## src/rtl/irq_ctrl_vec.sv

```systemverilog
// Vectored interrupt controller: per-line synchroniser, level/edge pending logic,
// lowest-index-wins selection and single in-service tracking until mret.
module irq_ctrl_vec #(
  parameter int unsigned      N_IRQ       = 16,
  parameter logic [N_IRQ-1:0] EDGE_MASK   = '0,
  parameter int unsigned      SYNC_STAGES = 2,
  parameter int unsigned      CAUSE_BASE  = 16
) (
  input  logic             clk_i,
  input  logic             rst_ni,
  input  logic [N_IRQ-1:0] irq_req_i,
  input  logic [N_IRQ-1:0] irq_mask_i,
  input  logic             mie_i,
  input  logic             exception_i,
  input  logic             mret_i,
  output logic             irq_o,
  output logic [31:0]      irq_cause_o,
  output logic [N_IRQ-1:0] irq_ret_o,
  output logic             busy_o
);

  localparam int unsigned IDX_W = (N_IRQ > 1) ? $clog2(N_IRQ) : 1;

  typedef enum logic {IDLE = 1'b0, SERVICE = 1'b1} state_e;

  state_e             state_q, state_d;
  logic [IDX_W-1:0]   idx_q, idx_d;
  logic [N_IRQ-1:0]   pend_q, pend_d;
  logic [N_IRQ-1:0]   prev_q, prev_d;
  logic [N_IRQ-1:0]   s;
  logic [N_IRQ-1:0]   rise;
  logic [N_IRQ-1:0]   pend;
  logic [N_IRQ-1:0]   elig;
  logic [N_IRQ-1:0]   claim;
  logic [IDX_W-1:0]   sel;
  logic               any_elig;
  logic               take;

  generate
    if (SYNC_STAGES == 0) begin : g_nosync
      assign s = irq_req_i;
    end else begin : g_sync
      logic [N_IRQ-1:0] sync_q [SYNC_STAGES];
      logic [N_IRQ-1:0] sync_d [SYNC_STAGES];

      always_comb begin
        sync_d[0] = irq_req_i;
        for (int k = 1; k < int'(SYNC_STAGES); k++) begin
          sync_d[k] = sync_q[k-1];
        end
      end

      always_ff @(posedge clk_i or negedge rst_ni) begin
        if (!rst_ni) begin
          for (int k = 0; k < int'(SYNC_STAGES); k++) begin
            sync_q[k] <= '0;
          end
        end else begin
          for (int k = 0; k < int'(SYNC_STAGES); k++) begin
            sync_q[k] <= sync_d[k];
          end
        end
      end

      assign s = sync_q[SYNC_STAGES-1];
    end
  endgenerate

  // Level lines bypass the pending register; only edge lines latch.
  assign rise     = s & ~prev_q & EDGE_MASK;
  assign pend     = (pend_q & EDGE_MASK) | (s & ~EDGE_MASK);
  assign elig     = pend & irq_mask_i;
  assign any_elig = |elig;
  assign take     = (state_q == IDLE) & mie_i & any_elig & ~exception_i;

  always_comb begin
    sel = '0;
    for (int i = int'(N_IRQ) - 1; i >= 0; i--) begin
      if (elig[i]) sel = IDX_W'(i);
    end
  end

  always_ff @(posedge clk_i or negedge rst_ni) begin
    if (!rst_ni) begin
      state_q <= IDLE;
      idx_q   <= '0;
      pend_q  <= '0;
      prev_q  <= '0;
    end else begin
      state_q <= state_d;
      idx_q   <= idx_d;
      pend_q  <= pend_d;
      prev_q  <= prev_d;
    end
  end

  // An exception freezes the FSM, but edges arriving meanwhile are still latched.
  always_comb begin
    state_d = state_q;
    idx_d   = idx_q;
    claim   = '0;
    case (state_q)
      IDLE: begin
        if (take) begin
          state_d    = SERVICE;
          idx_d      = sel;
          claim[sel] = 1'b1;
        end
      end
      SERVICE: begin
        if (mret_i && !exception_i) state_d = IDLE;
      end
      default: state_d = IDLE;
    endcase
    pend_d = ((pend_q & ~claim) | rise) & EDGE_MASK;
    prev_d = s;
  end

  always_comb begin
    irq_o       = 1'b0;
    irq_cause_o = '0;
    irq_ret_o   = '0;
    busy_o      = (state_q == SERVICE);
    case (state_q)
      IDLE: begin
        irq_o = take;
        if (any_elig) irq_cause_o = {1'b1, 31'(CAUSE_BASE + 32'(sel))};
      end
      SERVICE: begin
        irq_cause_o = {1'b1, 31'(CAUSE_BASE + 32'(idx_q))};
        if (mret_i && !exception_i) irq_ret_o[idx_q] = 1'b1;
      end
      default: ;
    endcase
  end

endmodule

```

## config.mk

```make
export PLATFORM = sky130hd
export DESIGN_NAME = irq_ctrl_vec
export DESIGN_NICKNAME = d
export VERILOG_FILES = /design/src/rtl/irq_ctrl_vec.sv
export SDC_FILE = /design/constraint.sdc
export NUM_CORES = 1
export LEC_CHECK = 0
export CORE_AREA = 2 2 66 68
export CTS_BUF_LIST = sky130_fd_sc_hd__clkbuf_8
export DETAILED_ROUTE_END_ITERATION = 10
export DIE_AREA = 0 0 68 70
export PLACE_DENSITY = 0.83
export SYNTH_ARGS = -nofsm -noshare
export SYNTH_HDL_FRONTEND = slang
export SYNTH_SLANG_ARGS = --single-unit
```

## constraint.sdc

```tcl
create_clock -name clk_i -period 4.7 [get_ports clk_i]
set_input_delay 0.94 -clock clk_i [delete_from_list [all_inputs] [get_ports clk_i]]
set_output_delay 0.94 -clock clk_i [all_outputs]
set_load 0.01 [all_outputs]
```

==> flow_summary.json, run 1 <==
{
  "htree_levels": 2,
  "start_kind": "primary input",
  "synth_xor_area_share_pct": 0,
  "initial_core_util_pct": 42.5,
  "drv_cap": 0,
  "finalCritPeriodShare_pct": 82.3,
  "die_h_um": 70,
  "routedWlPerCell_um": 11.3,
  "diodes": 0,
  "grt_antenna_before_repair": 0,
  "fmax_mhz": 258,
  "p_per_area_nw_per_um2": 308,
  "synthTopCellsByCount": "dfrtp_1 (37), buf_4 (27), nand2_1 (17), nor2_1 (17), nand3_1 (5)",
  "wl_met1_mm": 1.04,
  "grt_pass1_wl_mm": 4.67,
  "portBuffers": 60,
  "avgSynthCellArea_um2": 11.6,
  "fin_nets": 251,
  "cts-root-buf": "clkbuf_8",
  "final_cells": 267,
  "yosys.cell_count.top_type": "dfrtp_1",
  "synthSimpleGateAreaFrac_pct": 16.5,
  "period_minus_slack_ns": 3.87,
  "place.gp.congestion": 0.779,
  "avgViaCountPerCell": 4.54,
  "finalSetupViolCount": 0,
  "slew_viol_final": 0,
  "tightest_slew_ns": 0.767,
  "rsz0062_at_grt": "false",
  "routed-via-count": 1213,
  "cts_resized": 0,
  "ys_seq_area_share_pct": 52.6,
  "synthToLayoutAreaGrowth_pct": 35.4,
  "arrival_ns": 2.93,
  "post-dp-hpwl_mm": 2.46,
  "dieWidth_um": 68,
  "cts_buffers": 5,
  "clock_sinks": 37,
  "clk_path_buf_depth": 2,
  "drive_gt1_share_pct": 12.6,
  "hold_violations": 0,
  "grt_max_degree": 38,
  "relSlewSlack_pct": 48.9,
  "synth_warnings": 0,
  "critPathCaptureType": "output pin",
  "drc": 0,
  "rows": 24,
  "leakagePower_uw": 0.00104,
  "yosys_register_bits": 37,
  "antenna_left": 0,
  "dr.pass1.iters": 4,
  "clock_latency_ns": 0.29,
  "hold_buffers": 0,
  "synth-main-ff-cell": "dfrtp_1",
  "async_reset_ff_share_pct": 100,
  "yosysTopAreaCellShare_pct": 52.6,
  "wl_met3_um": 326,
  "finalSetupTns_ns": 0,
  "dr_wl_met2_mm": 1.60,
  "coreArea_um2": 4140,
  "top_layer": "met4",
  "post-cts-setup-buffers": 0,
  "dp.cells": 259,
  "status": "complete, no violations",
  "yosysUniqueCellTypes": 31,
  "grt_usage_pct": 13.4,
  "wl_mm": 3.02,
  "synth-adder-area-share_pct": 0,
  "ir_worst_vdd_mv": 0.226,
  "netlist_area_um2": 1760,
  "dieArea_um2": 4760,
  "path_class": "primary input to output pin",
  "synth_edf_count": 0,
  "path_max_fanout": 2,
  "io_pins": 87,
  "drt-initial-drc-count": 13,
  "min_path_type": "flop to flop",
  "yosys-top-cells-area": "dfrtp_1 (53%), buf_4 (12%), a22oi_4 (4.8%), nand2_1 (3.6%), nor2_1 (3.6%)",
  "grt_overflow": 0,
  "synthCells": 152,
  "grt_pass1_vias": 1073,
  "synth-compound-area-share_pct": 16.4,
  "muxShareOfSynthArea_pct": 1.71,
  "skew_ns": 0.00726,
  "clk_pin_slew_worst_paths_ns": 0.06,
  "critPathRequiredTime_ns": 3.76,
  "synth_top_family_by_area": "simple AND/OR/NAND/NOR gates",
  "cts_tree": "done",
  "synth_top_area_cell": "dfrtp_1"
}
==> registers in the layout (all words and copies together), names as in the netlist <==
register / flops
pend: 16
idx_q: 4
busy_o: 1
g_sync.sync_d: 16
==> logic make-up (layout without fill, tap and decap cells) <==
| group | after synthesis | count (layout) |
|---|---|---|
| AOI/OAI and AO/OA | 25 | 25 |
| other | 1 | 26 |
| muxes | 2 | 2 |
| and+or+nand+nor | 56 | 56 |
| DFF | 37 | 37 |
| buffers and inverters | 31 | 69 |
==> power breakdown <==
| part | internal (uW) | switching [uW] | total, uW |
|---|---|---|---|
| combinational | 87.3 | 72.0 | 159 |
| sequential | 343 | 30.2 | 373 |
| clock | 100 | 101 | 201 |
==> through the flow <==
step	setup WS, ns	utilization [%]	cell area, um2	power [uW]	hold slack (ns)
floorplan	1.79	-	1850	478	0.331
global placement	0.851	55.5	2300	535	0.332
detailed placement	0.815	55.5	2300	539	0.335
CTS	0.811	57.5	2380	742	0.349
global route	0.725	57.5	2380	776	0.352
finish	0.831	57.5	2380	734	0.347
==> path summary, 6_finish.rpt <==
check / cells after the start / start / endpoint / slack, ns
setup / recovery: 7 / irq_mask_i[2] / irq_cause_o[0] / 0.83
hold / removal: 0 / g_sync.sync_d[13] / pend[13] / 0.35
setup reg to reg: 5 / pend[0] / idx_q[1] / 3.09
hold reg to reg: 0 / g_sync.sync_d[13] / pend[13] / 0.35
max in group asynchronous: 1 / rst_ni / pend[4] / 3.49
min in group asynchronous: 1 / rst_ni / g_sync.sync_d[12] / 0.73
==> cells in the final DEF, fill, tap and decap left out, types with 4 or more instances in the layout <==
cell type         n
nor3_1            4
dfrtp_1          37
nor2_1           17
nand2_1          17
a22oi_4           4
clkdlybuf4s50_1  59
a22oi_2           4
clkbuf_8          5
conb_1           26
nand2b_1          4
nand3_1           5
a32o_1            4
==> final cells by class <==
class / count / area, um2
clock inverters: 3 / 13.8
multi-input cells: 109 / 707
repair buffers: 60 / 596
inverters: 1 / 6.26
flip-flops and latches: 37 / 926
fillers: 380 / 1760
well taps: 52 / 65.1
clock buffers: 5 / 68.8
==> layer usage <==
layer | vias to the layer above | global-route usage [%]
li1 | 598 | -
met3 | 5 | 5.64
met4 | 0 | 5.33
met2 | 51 | 23.0
met5 | - | 0
met1 | 559 | 13.9
==> worst max-delay path, cell delays in order <==
cell and delay (ns):
clkdlybuf4s50_1 0.50, nand2_1 0.09, a32o_1 0.29, nand4b_1 0.17, o22a_1 0.19, a32o_1 0.26, clkdlybuf4s50_1 0.48
No activity file was read; power rests on OpenSTA's default activity.
==> run 2: changes to the inputs <==
Settings changed: CORE_AREA 2 2 66 68 to 2 2 69 71, DIE_AREA 0 0 68 70 to 0 0 71 73, PLACE_DENSITY 0.83 to 0.76.
Clock period 4.7 ns to 4 ns, I/O delays scaled along.
==> flow_summary.json, run 2 (synthesis results as in run 1) <==
{
  "status": "complete, no violations",
  "diodes": 0,
  "final_cell_mix": "clkdlybuf4s50_1 (59), dfrtp_1 (37), conb_1 (26), nor2_1 (17), nand2_1 (17)",
  "routed-via-count": 1212,
  "fin_area_um2": 2420,
  "path_max_fanout": 3,
  "post-cts-setup-buffers": 0,
  "grt_usage_pct": 12.8,
  "r2r_end": "idx_q[2]",
  "portBuffers": 60,
  "dieArea_um2": 5180,
  "ir_worst_vdd_mv": 0.281,
  "arrival_ns": 2.79,
  "htree_levels": 2,
  "clk_path_buf_depth": 2,
  "io_pins": 87,
  "drv_cap": 0,
  "antenna_left": 0,
  "start_kind": "primary input",
  "grt_pass1_wl_mm": 5.16,
  "grt_antenna_before_repair": 0,
  "hold_violations": 0,
  "dieWidth_um": 71,
  "fmax_mhz": 278,
  "cpMostUsedCell": "clkdlybuf4s50_1",
  "cts_tree": "done",
  "coreArea_um2": 4540,
  "critPathTopFamily": "buffers and inverters",
  "slew_viol_final": 0,
  "initial_core_util_pct": 38.8,
  "avgViaCountPerCell": 4.51,
  "min_path_type": "flop to flop",
  "holdPathEnd": "pend[3]",
  "place.gp.congestion": 0.786,
  "min_from": "g_sync.sync_d[3]",
  "leakagePower_uw": 0.00105,
  "path_class": "primary input to output pin",
  "drive_gt1_share_pct": 13.0,
  "skew_ns": 0.00941,
  "fin_nets": 251,
  "post-dp-hpwl_mm": 2.46,
  "cts_buffers": 5,
  "r2r_slack_ns": 2.40,
  "critPathRequiredTime_ns": 3.20,
  "wl_mm": 2.99,
  "finalCritPeriodShare_pct": 89.8,
  "finalSetupViolCount": 0,
  "timing.rr.start": "pend[4]",
  "critPathCaptureType": "output pin",
  "postPlaceCellArea_um2": 2300,
  "die_h_um": 73,
  "clk_pin_slew_worst_paths_ns": 0.07,
  "p_per_area_nw_per_um2": 392,
  "final_cells": 269,
  "path_buf_inv": 2,
  "finalSetupTns_ns": 0,
  "cts_resized": 0,
  "synthToLayoutAreaGrowth_pct": 37.7,
  "drc": 0,
  "drt-initial-drc-count": 46,
  "period_minus_slack_ns": 3.59,
  "ff2ff_path_depth": 5,
  "tightest_slew_ns": 0.770,
  "grt_overflow": 0,
  "rsz0062_at_grt": "false",
  "max_stage_delay_ns": 0.54,
  "clock_latency_ns": 0.28,
  "grt_max_degree": 38,
  "relSlewSlack_pct": 48.7,
  "clock_sinks": 37,
  "hold_buffers": 0,
  "slowest_stage": "clkdlybuf4s50_1",
  "hold_depth": 0,
  "cts-root-buf": "clkbuf_8",
  "final_common_cell": "clkdlybuf4s50_1",
  "rows": 25,
  "dp.cells": 261,
  "worstPathCellList": "clkdlybuf4s50_1 > a22o_2 > o211ai_1 > nand3_1 > a21boi_0 > a22o_1 > clkdlybuf4s50_1",
  "grt_pass1_vias": 1168,
  "dr.pass1.iters": 4,
  "routedWlPerCell_um": 11.1
}
[run 2: metrics by stage]
stage,setup WS [ns],utilization (%),total power [uW],hold WS (ns)
global route,0.229,53.4,1000,0.355
CTS,0.378,53.4,964,0.341
detailed placement,0.392,50.8,635,0.335
global placement,0.424,50.8,630,0.332
floorplan,1.37,-,561,0.331
finish,0.408,53.4,950,0.343
[run 2: power by group]
group	total, uW	leakage, uW	switching, uW	internal (uW)
Sequential	438	0.000437	35.6	403
Combinational	187	0.000554	84.4	103
Clock	325	0.0000574	122	203
[run 2: worst max path at each step]
stage	from	end	slack, ns	cells past startpoint
6_report	irq_mask_i[13]	irq_cause_o[1]	0.41	7
5_1_grt	irq_mask_i[12]	irq_cause_o[1]	0.23	7
4_1_cts	irq_mask_i[11]	irq_cause_o[0]	0.38	7
3_5_place_dp	irq_mask_i[11]	irq_cause_o[0]	0.39	7
3_3_place_gp	irq_mask_i[11]	irq_cause_o[0]	0.42	7
2_1_floorplan	irq_mask_i[13]	irq_cause_o[31]	1.37	4
[run 2: cell type report]
| cell class | count | area (um2) |
|---|---|---|
| multi-input cells | 109 | 707 |
| repair buffers | 60 | 596 |
| flip-flops and latches | 37 | 926 |
| inverters | 1 | 6.26 |
| clock buffers | 6 | 82.6 |
| clock inverters | 2 | 37.5 |
| well taps | 54 | 67.6 |
| fillers | 398 | 2110 |
[run 2: layer usage]
layer | share of wire [%] | vias to the layer above | global-route usage [%]
met1 | 37 | 559 | 13.9
met4 | 0.47 | 0 | 3.14
met2 | 54 | 51 | 23.4
met5 | 0 | - | 0
met3 | 8.3 | 2 | 5.11
li1 | - | 600 | -
==> run 3: changes to the inputs <==
Settings changed: CORE_AREA 2 2 69 71 to 2 2 56 58, DIE_AREA 0 0 71 73 to 0 0 58 60, DONT_BUFFER_PORTS set to 1, PLACE_DENSITY 0.76 to 0.74.
==> flow_summary.json, run 3 (synthesis results as in run 1) <==
{
  "critPathCaptureType": "output pin",
  "drt-initial-drc-count": 51,
  "clock_latency_ns": 0.28,
  "slowest_stage": "a21boi_0",
  "finalCritPeriodShare_pct": 65.3,
  "coreArea_um2": 2900,
  "place_worst_setup_slack_ns": 1.41,
  "dieWidth_um": 58,
  "io_pins": 87,
  "drc": 0,
  "hold_violations": 0,
  "grt_usage_pct": 16.9,
  "place.gp.congestion": 0.750,
  "grt_antenna_before_repair": 0,
  "grt_pass1_wl_mm": 4.20,
  "grt_overflow": 0,
  "diodes": 0,
  "path_class": "primary input to output pin",
  "path_max_fanout": 3,
  "arrival_ns": 1.81,
  "start_kind": "primary input",
  "skew_ns": 0.00558,
  "drv_cap": 0,
  "critPathRequiredTime_ns": 3.20,
  "cts-root-buf": "clkbuf_8",
  "htree_levels": 2,
  "hold_buffers": 0,
  "period_minus_slack_ns": 2.61,
  "finalSetupTns_ns": 0,
  "hold_ws_ns": 0.209,
  "p_per_area_nw_per_um2": 484,
  "grt_pass1_vias": 957,
  "setup_ws_ns": 1.39,
  "grt_max_degree": 38,
  "final_cell_mix": "dfrtp_1 (37), conb_1 (26), nor2_1 (17), nand2_1 (17), clkbuf_8 (6)",
  "rows": 20,
  "crit_path_end": "irq_cause_o[1]",
  "finalSetupViolCount": 0,
  "portBuffers": 0,
  "post-dp-hpwl_mm": 2.15,
  "post-cts-setup-buffers": 0,
  "antenna_left": 0,
  "cts_resized": 0,
  "dieArea_um2": 3480,
  "status": "complete, no violations",
  "final_common_cell": "dfrtp_1",
  "drive_gt1_share_pct": 16.8,
  "n_fill_cell": 219,
  "r2r_slack_ns": 2.36,
  "startpoint": "irq_mask_i[13]",
  "avgViaCountPerCell": 5.42,
  "routedWlPerCell_um": 14.3,
  "cts_tree": "done",
  "leakagePower_uw": 0.000828,
  "worstPathCellList": "a22o_2 > o211ai_1 > nand3_1 > a21boi_0 > a22o_1",
  "dr.pass1.iters": 4,
  "r2r_end": "idx_q[1]",
  "ff2ff_path_depth": 5,
  "timing.rr.start": "pend[4]",
  "routed-via-count": 1019,
  "clk_pin_slew_worst_paths_ns": 0.07,
  "clock_sinks": 37,
  "ir_worst_vdd_mv": 0.350,
  "wl_mm": 2.70,
  "clk_path_buf_depth": 2,
  "slew_viol_final": 0,
  "initial_core_util_pct": 60.6,
  "rsz0062_at_grt": "false",
  "min_path_type": "primary input to async pin",
  "synthToLayoutAreaGrowth_pct": 2.13,
  "fmax_mhz": 383,
  "fin_nets": 191,
  "cts_buffers": 5,
  "max_stage_delay_ns": 0.29,
  "die_h_um": 60
}
[run 3: worst min-delay path by stage]
stage,cells past startpoint,end
finish,0,pend[9]
CTS,0,pend[9]
detailed placement,0,pend[5]
global placement,0,pend[14]
global route,0,pend[14]
floorplan,0,pend[0]
[run 3: layer usage]
layer  GRT usage, %  part of all wire (%)
met1           17.9                    35
met2           27.4                    50
met3           8.01                    13
met4           10.3                   1.7
met5              0                     0
[run 3: final cells by class]
type,count,area (um2),share of cell area (%)
sequential,37,926,51.5
clock inverter,2,33.8,1.88
tap,33,41.3,2.30
clock buffer,6,82.6,4.60
multi-input combinational,109,707,39.3
inverter,1,6.26,0.348
[run 3: stage by stage]
| stage | power, uW | instance area, um2 | instances | utilization, % |
|---|---|---|---|---|
| floorplan | 561 | 1850 | 177 | - |
| detailed placement | 560 | 1680 | 180 | 57.9 |
| global placement | 554 | 1680 | 180 | 57.9 |
| finish | 869 | 1800 | 188 | 61.9 |
| global route | 910 | 1800 | 188 | 61.9 |
| CTS | 885 | 1800 | 188 | 61.9 |
[run 3: power by group]
part	internal, uW	switching [uW]	total [uW]
logic	49.2	63.9	113
registers	403	36.7	440
clock network	200	116	316
total	653	216	869
[run 3: worst max-delay path, delay by kind of cell]
family | cells | cell delay [ns]
AO/OA/AOI/OAI | 4 | 0.90
AND/OR/NAND/NOR | 1 | 0.09
